$ cat src/rtl/fetch_prefetch_pkg.sv
// Shared constants and width helpers for the prefetching fetch stage.
package fetch_prefetch_pkg;

    localparam int unsigned NOP_WIDTH = 32;
    localparam logic [NOP_WIDTH-1:0] NOP_WORD = 32'h0000_0000;

    // Bits needed for a counter that holds 0..max_val inclusive.
    function automatic int unsigned cnt_width(input int unsigned max_val);
        return (max_val < 1) ? 1 : $clog2(max_val + 1);
    endfunction

    // Bits needed to index depth entries.
    function automatic int unsigned ptr_width(input int unsigned depth);
        return (depth < 2) ? 1 : $clog2(depth);
    endfunction

endpackage

$ cat src/rtl/fetch_prefetch_fifo.sv
// Synchronous FIFO with flush; head word is visible combinationally, writes are registered.
module fetch_prefetch_fifo
    import fetch_prefetch_pkg::*;
#(
    parameter int unsigned DEPTH = 4,
    parameter int unsigned WIDTH = 32,
    localparam int unsigned CW = cnt_width(DEPTH)
) (
    input  logic             i_clk,
    input  logic             i_arst_n,
    input  logic             i_push,
    input  logic [WIDTH-1:0] i_wdata,
    input  logic             i_pop,
    input  logic             i_flush,
    output logic [WIDTH-1:0] o_rdata_c,
    output logic [CW-1:0]    o_count,
    output logic             o_full_c,
    output logic             o_empty_c
);

    localparam int unsigned AW = ptr_width(DEPTH);

    logic [WIDTH-1:0] mem_q [DEPTH];
    logic [AW-1:0]    wr_ptr_q, wr_ptr_d;
    logic [AW-1:0]    rd_ptr_q, rd_ptr_d;
    logic [CW-1:0]    count_q, count_d;
    logic             do_push, do_pop;

    assign o_full_c  = (count_q == CW'(DEPTH));
    assign o_empty_c = (count_q == '0);
    assign o_rdata_c = mem_q[rd_ptr_q];
    assign o_count   = count_q;

    // Pointer and occupancy update; flush wins over push/pop.
    always_comb begin
        do_push  = i_push && !o_full_c && !i_flush;
        do_pop   = i_pop && !o_empty_c && !i_flush;
        wr_ptr_d = wr_ptr_q;
        rd_ptr_d = rd_ptr_q;
        count_d  = count_q;
        if (i_flush) begin
            wr_ptr_d = '0;
            rd_ptr_d = '0;
            count_d  = '0;
        end else begin
            if (do_push) begin
                wr_ptr_d = wr_ptr_q + AW'(1);
            end
            if (do_pop) begin
                rd_ptr_d = rd_ptr_q + AW'(1);
            end
            count_d = count_q + CW'(do_push) - CW'(do_pop);
        end
    end

    // Control state.
    always_ff @(posedge i_clk or negedge i_arst_n) begin
        if (!i_arst_n) begin
            wr_ptr_q <= '0;
            rd_ptr_q <= '0;
            count_q  <= '0;
        end else begin
            wr_ptr_q <= wr_ptr_d;
            rd_ptr_q <= rd_ptr_d;
            count_q  <= count_d;
        end
    end

    // Storage array; contents are only meaningful below count_q, so no reset.
    always_ff @(posedge i_clk) begin
        if (do_push) begin
            mem_q[wr_ptr_q] <= i_wdata;
        end
    end

endmodule

$ cat src/rtl/fetch_prefetch.sv
// Fetch stage: credit-based sequential prefetch into a FIFO, one instruction per cycle to decode.
module fetch_prefetch
    import fetch_prefetch_pkg::*;
#(
    parameter int unsigned INSTR_ADDR_WIDTH = 30,
    parameter int unsigned INSTR_WIDTH      = 32,
    parameter int unsigned FIFO_DEPTH       = 4,
    parameter int unsigned MAX_OUTSTANDING  = 2,
    localparam int unsigned PC_WIDTH        = INSTR_ADDR_WIDTH - 2
) (
    input  logic                        i_clk,
    input  logic                        i_arst_n,
    input  logic                        i_jmp_en,
    input  logic [PC_WIDTH-1:0]         i_pc_jmp,
    input  logic                        i_fe_kill,
    input  logic                        i_stall_en,
    output logic                        o_imem_req,
    output logic [INSTR_ADDR_WIDTH-1:0] o_imem_addr,
    input  logic                        i_imem_gnt,
    input  logic                        i_imem_rvalid,
    input  logic [INSTR_WIDTH-1:0]      i_imem_rdata,
    output logic [PC_WIDTH-1:0]         o_pc_fe,
    output logic [PC_WIDTH-1:0]         o_pc_fe_de,
    output logic [INSTR_WIDTH-1:0]      o_instruction,
    output logic                        o_valid
);

    localparam int unsigned OW = cnt_width(MAX_OUTSTANDING);
    localparam int unsigned FW = cnt_width(FIFO_DEPTH);
    localparam int unsigned SW = FW + 1;
    localparam int unsigned EW = PC_WIDTH + INSTR_WIDTH;

    logic [PC_WIDTH-1:0]    pc_fe_q, pc_fe_d;
    logic [PC_WIDTH-1:0]    pc_fe_de_q, pc_fe_de_d;
    logic [INSTR_WIDTH-1:0] instr_q, instr_d;
    logic                   valid_q, valid_d;
    logic [OW-1:0]          outstanding_q, outstanding_d;
    logic [OW-1:0]          discard_q, discard_d;

    logic                   flush, credits_ok, imem_req_c, accept, resp, resp_keep, dq_pop;
    logic [PC_WIDTH-1:0]    pcq_head;
    logic [FW-1:0]          pcq_count, dq_count;
    logic                   pcq_full, pcq_empty, dq_full, dq_empty;
    logic [EW-1:0]          dq_head;
    logic                   unused_fifo_status;

    // PCs of accepted requests, matched in order against kept responses.
    fetch_prefetch_fifo #(
        .DEPTH (FIFO_DEPTH),
        .WIDTH (PC_WIDTH)
    ) u_pc_fifo (
        .i_clk     (i_clk),
        .i_arst_n  (i_arst_n),
        .i_push    (accept),
        .i_wdata   (pc_fe_q),
        .i_pop     (resp_keep),
        .i_flush   (flush),
        .o_rdata_c (pcq_head),
        .o_count   (pcq_count),
        .o_full_c  (pcq_full),
        .o_empty_c (pcq_empty)
    );

    // Prefetch buffer of {pc, instruction} pairs awaiting decode.
    fetch_prefetch_fifo #(
        .DEPTH (FIFO_DEPTH),
        .WIDTH (EW)
    ) u_data_fifo (
        .i_clk     (i_clk),
        .i_arst_n  (i_arst_n),
        .i_push    (resp_keep),
        .i_wdata   ({pcq_head, i_imem_rdata}),
        .i_pop     (dq_pop),
        .i_flush   (flush),
        .o_rdata_c (dq_head),
        .o_count   (dq_count),
        .o_full_c  (dq_full),
        .o_empty_c (dq_empty)
    );

    assign unused_fifo_status = ^{pcq_count, pcq_full, pcq_empty, dq_full};

    // Issue decision and handshake qualification; credits reserve FIFO space for every request in flight.
    always_comb begin
        flush      = i_jmp_en || i_fe_kill;
        credits_ok = (SW'(dq_count) + SW'(outstanding_q)) < SW'(FIFO_DEPTH);
        imem_req_c = !flush && (outstanding_q < OW'(MAX_OUTSTANDING)) && credits_ok;
        accept     = imem_req_c && i_imem_gnt;
        resp       = i_imem_rvalid && (outstanding_q != '0);
        resp_keep  = resp && (discard_q == '0) && !flush;
        dq_pop     = !flush && !i_stall_en && !dq_empty;
    end

    // Next-state for counters, fetch PC and the decode output register.
    always_comb begin
        outstanding_d = outstanding_q + OW'(accept) - OW'(resp);
        discard_d     = discard_q;
        pc_fe_d       = pc_fe_q;
        pc_fe_de_d    = pc_fe_de_q;
        instr_d       = instr_q;
        valid_d       = valid_q;

        if (flush) begin
            discard_d = outstanding_d;
        end else if (resp && (discard_q != '0)) begin
            discard_d = discard_q - OW'(1);
        end

        if (i_jmp_en) begin
            pc_fe_d = i_pc_jmp;
        end else if (accept) begin
            pc_fe_d = pc_fe_q + PC_WIDTH'(1);
        end

        if (flush) begin
            instr_d = INSTR_WIDTH'(NOP_WORD);
            valid_d = 1'b0;
        end else if (!i_stall_en) begin
            if (!dq_empty) begin
                pc_fe_de_d = dq_head[EW-1 -: PC_WIDTH];
                instr_d    = dq_head[INSTR_WIDTH-1:0];
                valid_d    = 1'b1;
            end else begin
                instr_d = INSTR_WIDTH'(NOP_WORD);
                valid_d = 1'b0;
            end
        end
    end

    // State registers.
    always_ff @(posedge i_clk or negedge i_arst_n) begin
        if (!i_arst_n) begin
            pc_fe_q       <= '0;
            pc_fe_de_q    <= '0;
            instr_q       <= '0;
            valid_q       <= 1'b0;
            outstanding_q <= '0;
            discard_q     <= '0;
        end else begin
            pc_fe_q       <= pc_fe_d;
            pc_fe_de_q    <= pc_fe_de_d;
            instr_q       <= instr_d;
            valid_q       <= valid_d;
            outstanding_q <= outstanding_d;
            discard_q     <= discard_d;
        end
    end

    assign o_imem_req    = imem_req_c;
    assign o_imem_addr   = {pc_fe_q, 2'b00};
    assign o_pc_fe       = pc_fe_q;
    assign o_pc_fe_de    = pc_fe_de_q;
    assign o_instruction = instr_q;
    assign o_valid       = valid_q;

    // A response with nothing outstanding is a memory-side protocol error.
    a_no_spurious_rvalid: assert property (@(posedge i_clk) disable iff (!i_arst_n)
        i_imem_rvalid |-> (outstanding_q != '0));

    // A kept response always has a matching request PC.
    a_pc_available: assert property (@(posedge i_clk) disable iff (!i_arst_n)
        resp_keep |-> !pcq_empty);

endmodule

$ cat config.mk
export PLATFORM = sky130hd
export DESIGN_NAME = fetch_prefetch
export DESIGN_NICKNAME = d
export VERILOG_FILES = /design/src/rtl/fetch_prefetch_pkg.sv /design/src/rtl/fetch_prefetch_fifo.sv /design/src/rtl/fetch_prefetch.sv
export SDC_FILE = /design/constraint.sdc
export NUM_CORES = 1
export LEC_CHECK = 0
export ABC_AREA = 1
export ABC_CLOCK_PERIOD_IN_PS = 11400
export CAP_MARGIN = 10
export CORE_UTILIZATION = 50
export DETAILED_ROUTE_END_ITERATION = 6
export PLACE_DENSITY = 0.82
export SKIP_CTS_REPAIR_TIMING = 1
export SYNTH_ARGS = -nofsm -noshare
export SYNTH_HDL_FRONTEND = slang
export SYNTH_SLANG_ARGS = --single-unit
$ cat constraint.sdc
create_clock -name i_clk -period 11.4 [get_ports i_clk]
set_input_delay 3.42 -clock i_clk [delete_from_list [all_inputs] [get_ports i_clk]]
set_output_delay 3.42 -clock i_clk [all_outputs]
set_load 0.05 [all_outputs]
== Yosys cells after proc, flatten, opt, wreduce, memory -nomap -nowiden ==
Memories as Yosys holds them, arrays and structs flattened.
Cells that the tools add are included.

* Register bits after elaboration: 107
* Bits in writable memories: 352
* Input bits: 67
* Output and inout bits: 120
* Logic and storage cells: 95
* Memories kept: 2

{| class="wikitable"
|+ Memory list
! name !! depth !! width !! rd ports !! clocked after memory_dff !! write ports !! RTL line !! RTL
|-
| u_data_fifo.mem_q || 4 || 60 || 1 || 0 || 1 || fetch_prefetch_fifo.sv:23 || <nowiki>logic [WIDTH-1:0] mem_q [DEPTH];</nowiki>
|-
| u_pc_fifo.mem_q || 4 || 28 || 1 || 0 || 1 || fetch_prefetch_fifo.sv:23 ||
|}

* Add/sub/neg operators: 13
* Magnitude comparators: 2
* Eq/ne operators: 3
* Mux-type cells: 24
* Bitwise gates (word level): 3
* Reduce and logical (&&, ||, !) cells: 36

{| class="wikitable"
|+ Operator list
! cell !! count
|-
| 32-bit 2-to-1 mux || 3
|-
| 28-bit 2-to-1 mux || 2
|-
| 28-bit by 1-bit adder with 28-bit output, second input constant || 1
|-
| 2-bit 2-to-1 mux || 10
|-
| 1-bit logical AND || 17
|-
| 2-bit nonzero test || 8
|-
| 2-bit by 1-bit adder with 2-bit output, second input constant || 4
|-
| 1-bit 2-to-1 mux || 7
|-
| 3-bit by 1-bit adder with 3-bit output || 2
|-
| 3-bit equality test, second input constant || 2
|-
| 1-bit zero test || 6
|-
| 3-bit zero test || 2
|-
| 3-bit 2-to-1 mux || 2
|-
| 3-bit by 1-bit subtractor with 3-bit output || 2
|-
| 3-bit by 2-bit adder with 4-bit output || 1
|-
| 4-bit by 3-bit < comparator with 1-bit output, second input constant || 1
|-
| 1-bit NOT || 3
|-
| 3-bit AND reduction || 1
|-
| 2-bit by 1-bit adder with 2-bit output || 1
|-
| 2-bit zero test || 1
|-
| 2-bit < comparator, second input constant || 1
|-
| 2-bit by 1-bit != test with 1-bit output, second input constant || 1
|-
| 2-bit by 1-bit subtractor with 2-bit output || 1
|-
| 2-bit by 1-bit subtractor with 2-bit output, second input constant || 1
|-
| 1-bit logical OR || 1
|}

== Depth between registers and ports, before layout ==
* Depth in word-level cells: 10
* Gate-level depth with buffers: 13
* Gate-level depth less buffers: 13

== Cells and area by module ==
A second synthesis with hierarchy kept.

* Cells, all modules: 1574
* Area, all modules: 18780.5 µm²

{| class="wikitable"
|+ By module, submodules not included
! module !! instances !! cells each !! area an instance (µm²) !! seq. area each (µm²)
|-
| fetch_prefetch_fifo (u_data_fifo) || 1 || 643 || 9346.5 || 7382.1
|-
| fetch_prefetch || 1 || 597 || 4790.8 || 2327.2
|-
| fetch_prefetch_fifo (u_pc_fifo) || 1 || 334 || 4643.2 || 3538.4
|}

== Worst setup path before layout ==
OpenSTA, ideal clock, no wires.

* Kind: input -> output
* Start: in i_jmp_en
* End: out o_imem_req
* Arrival: 4097 ps
* Data required time: 7980 ps
* Path slack: 3883 ps
* Stages: 3
* Buffers on the path: 0
* Cells stage by stage: nor2_4 nand2_1 nor2_2

* Cells in the longest elaborated chain, start to end: 4

{| class="wikitable"
|+ RTL lines
! what !! RTL line !! RTL
|-
| start, declared || fetch_prefetch.sv:13 || <nowiki>input logic i_jmp_en,</nowiki>
|-
| 1-bit logical OR || fetch_prefetch.sv:85 || <nowiki>flush = i_jmp_en || i_fe_kill;</nowiki>
|-
| 1-bit zero test || fetch_prefetch.sv:87 || <nowiki>imem_req_c = !flush && (outstanding_q < OW'(MAX_OUTSTANDING)) && credits_ok;</nowiki>
|-
| 1-bit logical AND (2 in a row) || fetch_prefetch.sv:87 ||
|-
| end, declared || fetch_prefetch.sv:17 || <nowiki>output logic o_imem_req,</nowiki>
|}

Every way passes these cells.

== Worst setup path in the final report ==
Ends and elaborated chain as after synthesis.

==> impl_metrics.tcl <==
set metrics [dict create \
    status "finished clean" \
    powerDensity_nw_per_um2 174.1 \
    yosysMostFrequentCell "edfxtp_1" \
    holdWs_ps 512.7 \
    ant_nets 0 \
    ys_seq_area_share_pct 70.71 \
    finalClockSkew_ps 23.32 \
    report.final.slew_viol_count 0 \
    total_power_uw 3854 \
    worstPathCellList "clkdlybuf4s50_1 -> nor2_4 -> buf_4 -> nand2_1 -> nor2_2 -> clkdlybuf4s50_1" \
    die_width_um 195.6 \
    min_path_cells 2 \
    synth_area_leader_cell "edfxtp_1" \
    clk_pin_slew_worst_paths_ps 60 \
    critical_path_class "in2out" \
    gp_congestion 0.8281 \
    ys_types 33 \
    crit_family "buffers and inverters" \
    crit_path_max_fanout 43 \
    cpMaxStageDelayCell "clkdlybuf4s50_1" \
    dp_cells 2196 \
    power.leakage_uw 0.008354 \
    grt_max_degree 90 \
    synth_common_cells "352 x edfxtp_1, 318 x nor2_1, 245 x nand2_1" \
    nets 1861 \
    max_stage_delay_ps 920 \
    yosysTopAreaCellShare_pct 56.42 \
    layout_setup_ws_ps 1790 \
    final-seq-area_um2 13250 \
    synth_area_um2 18730 \
    ir_worst_vdd_mv 0.09909 \
    relSlewSlack_pct 29.54 \
    reg2regPathDepth 8 \
    fill_cells 2726 \
    htreeDepth 2 \
    ios 187 \
    start_util_pct 51.05 \
    timing.fmax_mhz 104.1 \
    grt_usage_pct 21.73 \
    coreArea_um2 36700 \
    cp.required_ps 7980 \
    ys_ff_latch 459 \
    multi_input_area_um2 4668 \
    stdcell_count 2276 \
    max-clock-path-buffers 3 \
    vias 12660 \
    rsz0062_at_grt "no" \
    antenna_found_initial 1 \
    setup_violations 0 \
    timing.critical_path.mode_cell "clkdlybuf4s50_1" \
    drtPass1Iterations 5 \
    crit_buf_inv 3 \
    crit_arrival_ps 6190 \
    wl_per_cell_um 17.98 \
    dp_slack_ps 1749 \
    period_share_pct 84.30 \
    worstMarginPinSlew_ps 1050 \
    hp-class "reg2reg" \
    crit_cells 6 \
    die_h_um 195.6 \
    synth_edf_count 352 \
    n_antenna_cell 0 \
    grt_pass1_vias 12662 \
    critPathLaunchType "input port" \
    setup_tns_ps 0 \
    drive_gt1_share_pct 5.863 \
    via_per_inst 5.562 \
    clk_latency_ps 540 \
    cts-root-buf "clkbuf_16" \
    overflow 0 \
    drtIter0Drc 1060 \
    synthTopCellsByArea "edfxtp_1 56%, dfrtp_1 14%, nor2_1 6.4%" \
    wirelength_um 40910 \
    ys.flop_type "edfxtp_1" \
    cts_tree "yes" \
    synth-async-reset-ratio_pct 23.31 \
    clock-sinks 459 \
    area_growth_pct 18.15 \
    ys_warn_count 0 \
    max_cap_viol_count 0 \
    synthesis.instances 1639 \
    hold_viol 0 \
    portBuffers 184 \
    syn_avg_cell_area_um2 11.43 \
    numCtsBuffers 45 \
    finalCriticalPeriod_ps 9610 \
    fp.dieArea_um2 38250 \
    cp-end-kind "output pin" \
    hpwl_um 23460 \
    num_rows 70 \
    drc 0 \
    grt_pass1_wl_um 65250 \
]
-- state kept, by name, summed over array words and instances (netlist names), 3 cells and up --
| name | count |
|---|---|
| o_pc_fe | 28 |
| u_pc_fifo.mem_q | 112 |
| u_pc_fifo.o_count | 3 |
| u_data_fifo.mem_q | 240 |
| o_pc_fe_de | 28 |
| u_data_fifo.o_count | 3 |
| o_instruction | 32 |
-- logic make-up after synthesis --
kind of cell	count (synthesis)	synth area share, %
simple gates	667	14.16
buf+inv	191	4.682
flops	459	70.71
compound gates	286	8.328
xor+xnor	16	0.7480
fa+ha+maj	19	1.349
other cells	1	0.02002
-- cells in the final DEF, fill, tap and decap left out, types with 6 or more instances in the layout --
cell,Yosys,routed
clkinv_1,1,7
nand2_1,245,245
nand3_1,94,94
nor2_1,318,310
buf_4,35,17
clkbuf_16,0,46
o22ai_1,60,60
edfxtp_1,352,352
clkinv_2,1,12
o21ai_0,190,190
dfrtp_1,107,105
inv_1,71,70
clkdlybuf4s50_1,0,183
a31oi_1,28,28
inv_2,6,6
clkbuf_1,52,11
xnor2_1,8,8
ha_1,17,17
xor2_1,8,8
nor2_4,1,8
-- power by group --
part,switching [uW],leakage (uW),internal [uW]
registers,78.8,0.00459,1880
logic,352,0.00309,169
clock network,586,0.000678,783
-- stage by stage --
step	cell area [um^2]	util [%]
floorplan	18740	-
global placement	20760	56.58
detailed placement	20760	56.58
CTS	22130	60.31
global route	22130	60.31
finish	22130	60.31
-- metal layers --
metal | global-route usage, % | vias up | part of all wire, % | wire length, um
li1 | - | 5905 | - | -
met1 | 29.13 | 6129 | 41 | 16890
met2 | 36.87 | 554 | 49 | 19940
met3 | 3.126 | 70 | 7.9 | 3245
met4 | 6.591 | 2 | 2.0 | 826
met5 | 0 | - | 0.032 | 13
-- worst register-to-register path, cell delays in order, from the launching register on --
cell      delay, ps
dfrtp_1         450
ha_1            300
nand3_1          70
nand2_1          90
nor2_2          120
nand2_2         260
clkinv_2        400
nand2_2         260
nor2_4          750
-- final cells by class --
cell class	instances	area share, %
repair buffers	200	8.852
clock inverters	20	0.6162
clock buffers	60	5.574
well taps	468	2.646
inverters	79	1.345
multi-input cells	990	21.09
flip-flops and latches	459	59.88
-- worst paths after layout --
check | startpoint | to | slack, ps
worst max-delay path | i_jmp_en | o_imem_req | 1790
worst min-delay path | o_instruction[6] | o_instruction[6] | 510
worst max register to register | u_data_fifo.o_count[1] | u_pc_fifo.mem_q[0][17] | 8300
worst min register to register | o_instruction[6] | o_instruction[6] | 510
max in group asynchronous | i_arst_n | u_data_fifo.rd_ptr_q[0] | 7130
min in group asynchronous | i_arst_n | o_instruction[17] | 2920
No activity file was read; power rests on OpenSTA's default activity.
